## config.mk

```make
export PLATFORM = sky130hd
export DESIGN_NAME = reg_word_unpacker
export DESIGN_NICKNAME = d
export VERILOG_FILES = /design/src/rtl/reg_word_unpacker_pkg.sv /design/src/rtl/reg_word_unpacker.sv
export SDC_FILE = /design/constraint.sdc
export NUM_CORES = 1
export LEC_CHECK = 0
export ABC_AREA = 1
export BUFFER_PORTS_ARGS = -buffer_cell sky130_fd_sc_hd__buf_4
export CORE_AREA = 3 3 101 103
export CTS_BUF_LIST = sky130_fd_sc_hd__clkbuf_4 sky130_fd_sc_hd__clkbuf_8 sky130_fd_sc_hd__clkbuf_16
export DETAILED_ROUTE_END_ITERATION = 16
export DIE_AREA = 0 0 104 106
export PLACE_DENSITY = 0.78
export REMOVE_ABC_BUFFERS = 1
export SYNTH_ARGS = -nofsm -noshare
export SYNTH_HDL_FRONTEND = slang
export SYNTH_SLANG_ARGS = --single-unit
```

## constraint.sdc

```tcl
create_clock -name clk -period 1.4 [get_ports clk]
set_input_delay 0.14 -clock clk [delete_from_list [all_inputs] [get_ports clk]]
set_output_delay 0.14 -clock clk [all_outputs]
set_load 0.05 [all_outputs]
```

## src/rtl/reg_word_unpacker_pkg.sv

```systemverilog
// Shared definitions for reg_word_unpacker: state encoding and a clog2 helper.
package reg_word_unpacker_pkg;

  localparam logic UNPACK_STATE_IDLE  = 1'b0;
  localparam logic UNPACK_STATE_SHIFT = 1'b1;

  typedef enum logic {
    ST_IDLE  = UNPACK_STATE_IDLE,
    ST_SHIFT = UNPACK_STATE_SHIFT
  } unpack_state_e;

  function automatic int clog2(input int n);
    int r;
    r = 0;
    for (int i = 0; i < 31; i++) begin
      if ((1 << i) < n) r = i + 1;
    end
    return r;
  endfunction

endpackage

```

## src/rtl/reg_word_unpacker.sv

```systemverilog
// Pops IN_WIDTH-bit words from an empty/rd_en source and streams them as OUT_WIDTH chunks.
// Optional macro UNPACK_MSB_FIRST_EN: emit the most significant chunk first.
module reg_word_unpacker
  import reg_word_unpacker_pkg::*;
#(
  parameter int IN_WIDTH  = 64,
  parameter int OUT_WIDTH = 16
) (
  input  logic                 clk,
  input  logic                 rst_n,
  input  logic [IN_WIDTH-1:0]  din,
  input  logic                 empty,
  output logic                 rd_en,
  output logic [OUT_WIDTH-1:0] dout,
  output logic                 dout_valid,
  input  logic                 dout_ready,
  output logic                 busy
);

  localparam int NCHUNKS = IN_WIDTH / OUT_WIDTH;
  localparam int CNT_W   = clog2(NCHUNKS);
  localparam logic [CNT_W-1:0] LAST_CNT = CNT_W'(NCHUNKS - 1);

  if (((IN_WIDTH % OUT_WIDTH) != 0) || (NCHUNKS < 2)) begin : g_bad_cfg
    $error("reg_word_unpacker: IN_WIDTH must be a multiple of OUT_WIDTH with at least 2 chunks");
  end

  unpack_state_e          state_q, state_d;
  logic [CNT_W-1:0]       cnt_q, cnt_d;
  logic [IN_WIDTH-1:0]    hold_q, hold_d;
  logic [OUT_WIDTH-1:0]   dout_q, dout_d;
  logic                   rd_en_c;

  function automatic logic [OUT_WIDTH-1:0] chunk_sel(input logic [IN_WIDTH-1:0] word,
                                                     input logic [CNT_W-1:0]    k);
    int pos;
`ifdef UNPACK_MSB_FIRST_EN
    pos = (NCHUNKS - 1 - int'(k)) * OUT_WIDTH;
`else
    pos = int'(k) * OUT_WIDTH;
`endif
    return OUT_WIDTH'(word >> pos);
  endfunction

  // dout_d is the chunk that will be presented next cycle, so dout itself is a flop
  always_comb begin
    state_d = state_q;
    cnt_d   = cnt_q;
    hold_d  = hold_q;
    dout_d  = dout_q;
    rd_en_c = 1'b0;
    case (state_q)
      ST_IDLE: begin
        rd_en_c = ~empty;
        if (!empty) begin
          hold_d  = din;
          cnt_d   = '0;
          dout_d  = chunk_sel(din, '0);
          state_d = ST_SHIFT;
        end
      end
      ST_SHIFT: begin
        if (dout_ready) begin
          if (cnt_q != LAST_CNT) begin
            cnt_d  = cnt_q + 1'b1;
            dout_d = chunk_sel(hold_q, cnt_q + 1'b1);
          end else if (!empty) begin
            rd_en_c = 1'b1;
            hold_d  = din;
            cnt_d   = '0;
            dout_d  = chunk_sel(din, '0);
          end else begin
            state_d = ST_IDLE;
          end
        end
      end
      default: state_d = ST_IDLE;
    endcase
  end

  always_ff @(posedge clk or negedge rst_n) begin
    if (!rst_n) begin
      state_q <= ST_IDLE;
      cnt_q   <= '0;
      hold_q  <= '0;
      dout_q  <= '0;
    end else begin
      state_q <= state_d;
      cnt_q   <= cnt_d;
      hold_q  <= hold_d;
      dout_q  <= dout_d;
    end
  end

  // Gating with rst_n keeps the source from being popped while reset is held
  assign rd_en      = rd_en_c & rst_n;
  assign dout       = dout_q;
  assign dout_valid = (state_q == ST_SHIFT);
  assign busy       = (state_q == ST_SHIFT);

endmodule

```

==> metrics.cfg <==
[yosys]
seq_area_frac_synth_pct = 49.3
synth.distinct_cells = 17
synth.area.top_cells = dfrtp_1, nand2_1, o21ai_1
syn_area_mm2 = 0.00421
synth_top_cell_by_area = dfrtp_1
ys_warn_count = 0
syn_area_per_cell_um2 = 7.20
yosys_register_bits = 83
yosysTopAreaCellShare_pct = 49.3
synthCells = 585

[global_routing]
antenna_found_initial = 0
gr-usage-met3_pct = 5.22
top_usage_layer = met2
met2_usage_pct = 35.0
grt-ovfl-total = 0
use_met1_pct = 26.4
grt_pass1_wl_um = 18700
grt_pass1_vias = 3859
track_usage_pct = 21.1
grt_max_degree = 84

[clock_tree]
cts_sinks = 83
cts_tree = built
clk_pin_slew_ns = 0.09
htree_levels = 3
clk_root_buffer_cell = clkbuf_8
clock_latency_ns = 0.36
cts_max_path_buffers = 2
cts_buffers = 9

[timing]
tightest_slew_ns = 0.453
final_critical_path_setup_slack_ns = -0.162
finalMaxSlewViolations = 0
finalHoldViolCount = 0
fin_skew_ns = 0.0105
setup_viol = 77
period_needed_ns = 1.56
tns_ns = -8.03
rsz0062_at_grt = yes
fmax_mhz = 640
slew-limit-headroom_pct = 69.8
post-route-period-util_pct = 112
fin_hold_ws_ns = 0.0123

[power_and_ir_drop]
cellPowerDensity_mw_per_mm2 = 2270
p_switching_mw = 5.83
leakage_nw = 3.26
clockPowerShare_pct = 14.8
swShare_pct = 44.2
ir_drop_mv = 1.02
seq_power_share_pct = 32.3
combPwrFrac_pct = 52.9
power_mw = 13.2
power.internal_mw = 7.37

[routing]
viasPerCell = 4.89
drt_iter0_drc = 249
vias = 4073
drt_first_pass_iters = 4
routed_wl_um = 12100
wl_per_cell_um = 14.6
drcViolationCount = 0
drtAntennaViolNets = 0

[floorplanning]
die_w_um = 104
num_rows = 35
dieArea_mm2 = 0.0110
io_pins = 87
coreArea_mm2 = 0.00928
chipHeight_um = 106
initial_core_util_pct = 45.4

[placed_design]
post-place-ws_ns = -0.144
dp_hpwl_um = 7300
gp_congestion = 0.781
io_buffers = 86

[finish]
antenna_cells = 0
fillers = 815
drive_gt1_share_pct = 26.7
register_area_mm2 = 0.00208
finish.utilization_pct = 62.5
syn_to_final_growth_pct = 37.8
final_nets = 769
layout_common_cells = nand2_1, buf_4, dfrtp_1, inv_1, nand3_1
final_common_cell = nand2_1
multi_input_area_mm2 = 0.00173

[min_path]
min-delay-path-class = input port to flop

[run_status]
violations = setup timing
status = finished with violations

[critical_path]
start_kind = flop
crit_fanout = 4
endpoint_kind = flop
required_ns = 1.69
cp.arrival_ns = 1.85
path_class = flop to flop

[run]
drv_cap = 0

==> logic make-up after synthesis <==
| kind of cell | Yosys count | synth area share (%) |
|---|---|---|
| and+or+nand+nor | 312 | 29.9 |
| DFF | 83 | 49.3 |
| buffers and inverters | 121 | 12.1 |
| adders and majority gates | 2 | 0.594 |
| AOI/OAI and AO/OA | 66 | 7.87 |
| muxes | 1 | 0.238 |
==> power by group through the flow <==
stage | sequential (mW) | combinational [mW] | clock [mW]
CTS | 4.22 | 6.50 | 2.00
detailed placement | 4.27 | 6.16 | 0
finish | 4.27 | 6.98 | 1.96
floorplan | 4.96 | 3.10 | 0
global route | 4.38 | 7.71 | 2.09
global placement | 4.22 | 5.93 | 0
==> Yosys cell counts <==
cell,n
a21oi_1,1
buf_2,16
buf_4,9
clkbuf_1,7
dfrtp_1,83
ha_1,2
inv_1,76
inv_2,12
inv_4,1
mux2i_1,1
nand2_1,259
nand3_1,50
nand3_2,1
nor2_8,1
nor3_1,1
o21ai_1,64
o22ai_1,1
==> state kept, by name, summed over array words and instances (netlist names) <==
| signal | count |
|---|---|
| busy | 1 |
| cnt_q | 2 |
| dout | 16 |
| hold_q | 64 |
==> stage by stage <==
stage          instance area [µm²]  instances
2_1_floorplan                 4040        553
3_3_place_gp                  5100        791
3_5_place_dp                  5100        791
4_1_cts                       5550        822
5_1_grt                       5810        833
6_report                      5810        833
==> what timing repair did <==
item / in CTS / in global routing
setup buffers: 7 / 6
pin swaps: 3 / 4
resized for setup: 13 / 35
endpoints found under the setup margin: 71 / 81
hold buffers: 5 / 0
hold endpoints to repair: 87 / 0
cloned: 3 / 5
==> final cells by class <==
type,instances,area share (%)
repair buffers,134,21.6
clock inverters,6,1.51
repair inverters,1,0.151
flip-flops and latches,83,35.8
multi-input cells,381,29.8
inverters,89,6.06
clock buffers,10,2.37
well taps,129,2.78
==> final timing paths <==
path / slack, ns / depth (start not counted) / from / endpoint
max: -0.16 / 11 / cnt_q[0] / dout[7]
min: 0.01 / 3 / din[34] / hold_q[34]
max reg2reg: -0.16 / 11 / cnt_q[0] / dout[7]
min reg2reg: 0.49 / 2 / hold_q[10] / hold_q[10]
max in group asynchronous: 0.57 / 3 / rst_n / busy
min in group asynchronous: 0.45 / 3 / rst_n / hold_q[26]
==> layer usage <==
layer / share of wire, % / wire length [µm]
met1: 43 / 5220
met2: 50 / 6030
met3: 5.0 / 608
met4: 2.2 / 270
met5: 0 / 0
==> critical path, cell delays in order, from the launching register on <==
cell	delay [ns]
dfrtp_1	0.40
buf_4	0.16
ha_2	0.19
inv_2	0.07
nand2_4	0.07
buf_6	0.15
buf_4	0.15
nand3_1	0.06
nand2_1	0.05
inv_1	0.05
nand2_1	0.06
nand2_1	0.08
Power figures use the tool's default switching activity.
